[src/rtl/con_bus_arbiter.sv]
// con_bus_arbiter: burst-locked round-robin arbiter that shares one external
// con_valid/con_ready/con_data load channel between the kernel (K) and input (I) loaders.
// Ports: clk, arst_n_in (async, active-low); con_valid/con_data in, con_ready out;
//   req_k/req_i, len_k/len_i in; k_valid/i_valid, k_data/i_data out; k_ready/i_ready in;
//   grant_k/grant_i, burst_done, beats_k/beats_i out.
// Optional macro CON_ARB_BEAT_STATS_EN builds the saturating beats_k/beats_i counters;
//   without it both counters read 0.
module con_bus_arbiter #(
    parameter int DATA_W = 16,
    parameter int LEN_W  = 8,
    parameter int CNT_W  = 32
) (
    input  logic              clk,
    input  logic              arst_n_in,
    input  logic              con_valid,
    input  logic [DATA_W-1:0] con_data,
    output logic              con_ready,
    input  logic              req_k,
    input  logic              req_i,
    input  logic [LEN_W-1:0]  len_k,
    input  logic [LEN_W-1:0]  len_i,
    output logic              k_valid,
    output logic              i_valid,
    input  logic              k_ready,
    input  logic              i_ready,
    output logic [DATA_W-1:0] k_data,
    output logic [DATA_W-1:0] i_data,
    output logic              grant_k,
    output logic              grant_i,
    output logic              burst_done,
    output logic [CNT_W-1:0]  beats_k,
    output logic [CNT_W-1:0]  beats_i
);

    typedef enum logic [1:0] {
        IDLE  = 2'd0,
        GNT_K = 2'd1,
        GNT_I = 2'd2
    } state_t;

    localparam logic SIDE_K = 1'b0;
    localparam logic SIDE_I = 1'b1;

    state_t             state_q, state_d;
    logic [LEN_W-1:0]   beat_cnt_q, beat_cnt_d;
    logic               rr_last_q, rr_last_d;
    logic               beat;
    logic               last_beat;

    assign beat      = con_valid & con_ready;
    assign last_beat = beat & (beat_cnt_q == '0);

    always_ff @(posedge clk or negedge arst_n_in) begin
        if (!arst_n_in) begin
            state_q    <= IDLE;
            beat_cnt_q <= '0;
            rr_last_q  <= SIDE_I;
        end else begin
            state_q    <= state_d;
            beat_cnt_q <= beat_cnt_d;
            rr_last_q  <= rr_last_d;
        end
    end

    // On a last beat the other requester gets priority, so back-to-back
    // bursts alternate without an idle cycle in between.
    always_comb begin
        state_d    = state_q;
        beat_cnt_d = beat_cnt_q;
        rr_last_d  = rr_last_q;
        unique case (state_q)
            IDLE: begin
                if (req_k && (!req_i || rr_last_q == SIDE_I)) begin
                    state_d    = GNT_K;
                    beat_cnt_d = len_k;
                end else if (req_i) begin
                    state_d    = GNT_I;
                    beat_cnt_d = len_i;
                end
            end
            GNT_K: begin
                if (last_beat) begin
                    rr_last_d = SIDE_K;
                    if (req_i) begin
                        state_d    = GNT_I;
                        beat_cnt_d = len_i;
                    end else if (req_k) begin
                        state_d    = GNT_K;
                        beat_cnt_d = len_k;
                    end else begin
                        state_d = IDLE;
                    end
                end else if (beat) begin
                    beat_cnt_d = beat_cnt_q - LEN_W'(1);
                end
            end
            GNT_I: begin
                if (last_beat) begin
                    rr_last_d = SIDE_I;
                    if (req_k) begin
                        state_d    = GNT_K;
                        beat_cnt_d = len_k;
                    end else if (req_i) begin
                        state_d    = GNT_I;
                        beat_cnt_d = len_i;
                    end else begin
                        state_d = IDLE;
                    end
                end else if (beat) begin
                    beat_cnt_d = beat_cnt_q - LEN_W'(1);
                end
            end
            default: begin
                state_d = IDLE;
            end
        endcase
    end

    assign grant_k    = (state_q == GNT_K);
    assign grant_i    = (state_q == GNT_I);
    assign burst_done = last_beat;

    // Pure passthrough: the owner sees the external beat in the same cycle.
    always_comb begin
        con_ready = 1'b0;
        k_valid   = 1'b0;
        i_valid   = 1'b0;
        k_data    = '0;
        i_data    = '0;
        unique case (state_q)
            GNT_K: begin
                con_ready = k_ready;
                k_valid   = con_valid;
                k_data    = con_data;
            end
            GNT_I: begin
                con_ready = i_ready;
                i_valid   = con_valid;
                i_data    = con_data;
            end
            default: begin
                con_ready = 1'b0;
            end
        endcase
    end

`ifdef CON_ARB_BEAT_STATS_EN
    logic [CNT_W-1:0] beats_k_q, beats_k_d;
    logic [CNT_W-1:0] beats_i_q, beats_i_d;

    always_comb begin
        beats_k_d = beats_k_q;
        beats_i_d = beats_i_q;
        if (beat && grant_k && beats_k_q != '1) begin
            beats_k_d = beats_k_q + CNT_W'(1);
        end
        if (beat && grant_i && beats_i_q != '1) begin
            beats_i_d = beats_i_q + CNT_W'(1);
        end
    end

    always_ff @(posedge clk or negedge arst_n_in) begin
        if (!arst_n_in) begin
            beats_k_q <= '0;
            beats_i_q <= '0;
        end else begin
            beats_k_q <= beats_k_d;
            beats_i_q <= beats_i_d;
        end
    end

    assign beats_k = beats_k_q;
    assign beats_i = beats_i_q;
`else
    assign beats_k = '0;
    assign beats_i = '0;
`endif

endmodule
[config.mk]
export PLATFORM = sky130hd
export DESIGN_NAME = con_bus_arbiter
export DESIGN_NICKNAME = d
export VERILOG_FILES = /design/src/rtl/con_bus_arbiter.sv
export SDC_FILE = /design/constraint.sdc
export NUM_CORES = 1
export LEC_CHECK = 0
export BUFFER_PORTS_ARGS = -buffer_cell sky130_fd_sc_hd__buf_4
export CAP_MARGIN = 30
export CORE_MARGIN = 2
export CORE_UTILIZATION = 45
export CTS_BUF_LIST = sky130_fd_sc_hd__clkbuf_8
export CTS_CLUSTER_SIZE = 28
export DETAILED_ROUTE_END_ITERATION = 16
export PLACE_DENSITY = 0.83
export REMOVE_ABC_BUFFERS = 1
export SYNTH_ARGS = -nofsm -noshare
export SYNTH_HDL_FRONTEND = slang
export SYNTH_SLANG_ARGS = --single-unit
[constraint.sdc]
create_clock -name clk -period 3.45 [get_ports clk]
set_clock_uncertainty 0.15 [all_clocks]
set_input_delay 0.1725 -clock clk [delete_from_list [all_inputs] [get_ports clk]]
set_output_delay 0.1725 -clock clk [all_outputs]
set_load 0.03 [all_outputs]
==> results.yml <==
cells_and_area:
  area_growth_syn_to_layout_pct: 18.2
  final-instance-count-excl-fill: 434
  layout-drive-gt1-share: 0.248
  utilization: 0.552
  n_fill_cell: 463
  layout.nets: 412
  num_antenna_cells: 0
power_and_ir_drop:
  p_per_area_nw_per_um2: 717
  peakVddDrop_v: 0.000281
  total_power_mw: 1.87
  p_leak_nw: 1.29
timing:
  worst_pin_slew_ns: 0.637
  post-route-period-util: 0.826
  setup_viol: 0
  finalHoldViolations: 0
  fin_setup_tns_ns: 0
  report.final.slew_viol_count: 0
  rsz0062_at_grt: "false"
  max_slew_margin: 0.575
  fmax_ghz: 0.351
  fin_crit_ns: 2.85
route:
  vias_per_cell: 5.17
  postRouteAntennaNets: 0
  vias: 2243
  wl_per_cell_um: 13.7
  drt_iter0_markers: 84
  dr.pass1.iters: 4
  wl_um: 5960
  drc: 0
placed_design:
  place_inst: 429
  numPortBuffers: 76
  dp_hpwl_um: 4470
  gp_congestion: 0.986
floorplan:
  die_y_um: 74.0
  die_area_um2: 5480
  die_w_um: 74.0
  core_um2: 4720
  fp-row-count: 25
  io_pins: 141
  start_util: 0.467
global_route:
  grt.overflow.total: 0
  grt_pass1_wl_um: 8910
  grt_busiest_layer: "met2"
  grt_use_met3: 0.0285
  antenna_found_initial: 0
  grt_use_met2: 0.360
  track_usage: 0.204
  grt_max_degree: 39
  grt_pass1_vias: 1861
  use_met1: 0.262
run_status:
  status: "finished clean"
synth:
  yosysMostFrequentCell: "buf_4"
  syn_area_per_cell_um2: 7.28
  synth_warnings: 0
  netlist_area_um2: 2210
  synth_top_area_cell: "buf_4"
  synth_edf_count: 0
  yosysSeqAreaShare: 0.125
  async_reset_ff_frac: 1.00
  yosysUniqueCellTypes: 55
  synthFlopType: "dfrtp_1"
  yosys_register_bits: 11
  yosys.area.top_type_share: 0.218
  synthTopCellsByArea: "buf_4 (22%), dfrtp_1 (11%), and2_1 (9.9%)"
  synthCells: 303
  ys_top_cells_by_count: "buf_4 (64), and2_1 (35), o21ai_0 (20)"
clock_network:
  path_clk_slew_ns: 0.06
  postCtsSetupBuffers: 0
  cts_max_level: 1
  cts_buffers: 3
  cts.sinks: 11
  clk_latency_ns: 0.25
  cts-root-buf: "clkbuf_8"
  clk_path_buf_depth: 2
  cts_tree: "built"
run:
  maxCapViolations: 0
worst_setup_path:
  worstPathRequired_ns: 3.41
  worstSetupStartpointType: "flop"
  path_class: "reg2reg"
  cp_data_arrival_time_ns: 2.81
  cp_max_fo: 14
  worst_setup_path_end_kind: "flop"
min_path:
  hold_path.class: "in2reg"
-- worst paths after layout --
| path | cells past startpoint | slack [ns] | endpoint | from |
|---|---|---|---|---|
| setup / recovery | 7 | 0.60 | beat_cnt_q[4]$_DFFE_PN0P_ | state_q[0]$_DFFE_PN0P_ |
| hold / removal | 3 | 0.13 | beat_cnt_q[6]$_DFFE_PN0P_ | len_k[6] |
| setup reg to reg | 7 | 0.60 | beat_cnt_q[4]$_DFFE_PN0P_ | state_q[0]$_DFFE_PN0P_ |
| hold reg to reg | 2 | 0.44 | beat_cnt_q[5]$_DFFE_PN0P_ | beat_cnt_q[5]$_DFFE_PN0P_ |
| max in group asynchronous | 2 | 2.77 | rr_last_q$_DFFE_PN1P_ | arst_n_in |
| min in group asynchronous | 2 | 0.14 | beat_cnt_q[7]$_DFFE_PN0P_ | arst_n_in |
-- layout make-up --
cell class                      instances  area, um2  area share
Multi-Input combinational cell        257       1540       0.592
Inverter                               15       56.3      0.0216
Timing Repair Buffer                   80        603       0.231
Clock inverter                          1       3.75     0.00144
Tap cell                               67       83.8      0.0321
Sequential cell                        11        277       0.106
Clock buffer                            3       41.3      0.0158
-- per-stage QoR --
step	hold WS (ns)	worst slack [ns]	area (um2)
finish	0.129	0.600	2610
global route	0.146	0.460	2610
CTS	0.129	0.629	2610
detailed placement	-0.127	0.641	2550
global placement	-0.129	0.773	2550
floorplan	-0.273	0.0703	1880
-- worst max-delay path, cell delays in order, from the launching register on --
cell and delay (ns):
dfrtp_1 0.38, inv_1 0.08, ha_1 0.56, nand2_1 0.30, nor4_4 0.55, a31oi_2 0.33, a21oi_1 0.22, o221ai_1 0.13
-- what timing repair did --
action / in CTS / in global routing
hold endpoints to repair: 11 / 0
hold buffers: 1 / 0
resized for setup: 0 / 0
-- report_power, final --
part / leakage, nW / internal (mW) / switching (mW)
clock network: 0.0269 / 0.0789 / 0.0616
registers: 0.135 / 0.193 / 0.0862
logic: 1.13 / 0.537 / 0.913
total: 1.29 / 0.809 / 1.06
-- placed cells by master (no fill, tap or decap), drive strengths merged, types with 2 or more instances in the layout --
cell type   n
a211oi      2
a21boi      3
a21oi      14
a221oi      3
a22o        3
a31o        2
a31oi       7
a32o        6
and2       35
buf        79
clkbuf      3
conb       64
dfrtp      10
ha          5
inv        16
mux2        7
mux2i       3
nand2      15
nand2b      7
nand4       2
nor2       18
nor2b       2
nor4        3
o211a       2
o211ai      5
o21ai      20
o221ai      7
o31ai       2
or2         3
or4         2
-- layer usage --
layer	vias to the layer above	share of wire
li1	1067	-
met1	1026	0.39
met2	141	0.49
met3	9	0.10
met4	0	0.012
met5	-	0
-- sequential cells by signal, summed over array words and instances, names as in the netlist --
name        cells
beat_cnt_q      8
state_q         2
rr_last_q       1
-- logic make-up (layout without fill, tap and decap cells) --
| family | after synthesis | after routing | share of synthesized area |
|---|---|---|---|
| AOI/OAI and AO/OA | 87 | 87 | 0.280 |
| and+or+nand+nor | 91 | 91 | 0.233 |
| other | 1 | 64 | 0.00170 |
| buffers and inverters | 98 | 99 | 0.282 |
| DFF | 11 | 11 | 0.125 |
| adders and majority gates | 5 | 5 | 0.0283 |
| muxes | 10 | 10 | 0.0493 |
Power figures use the tool's default switching activity.
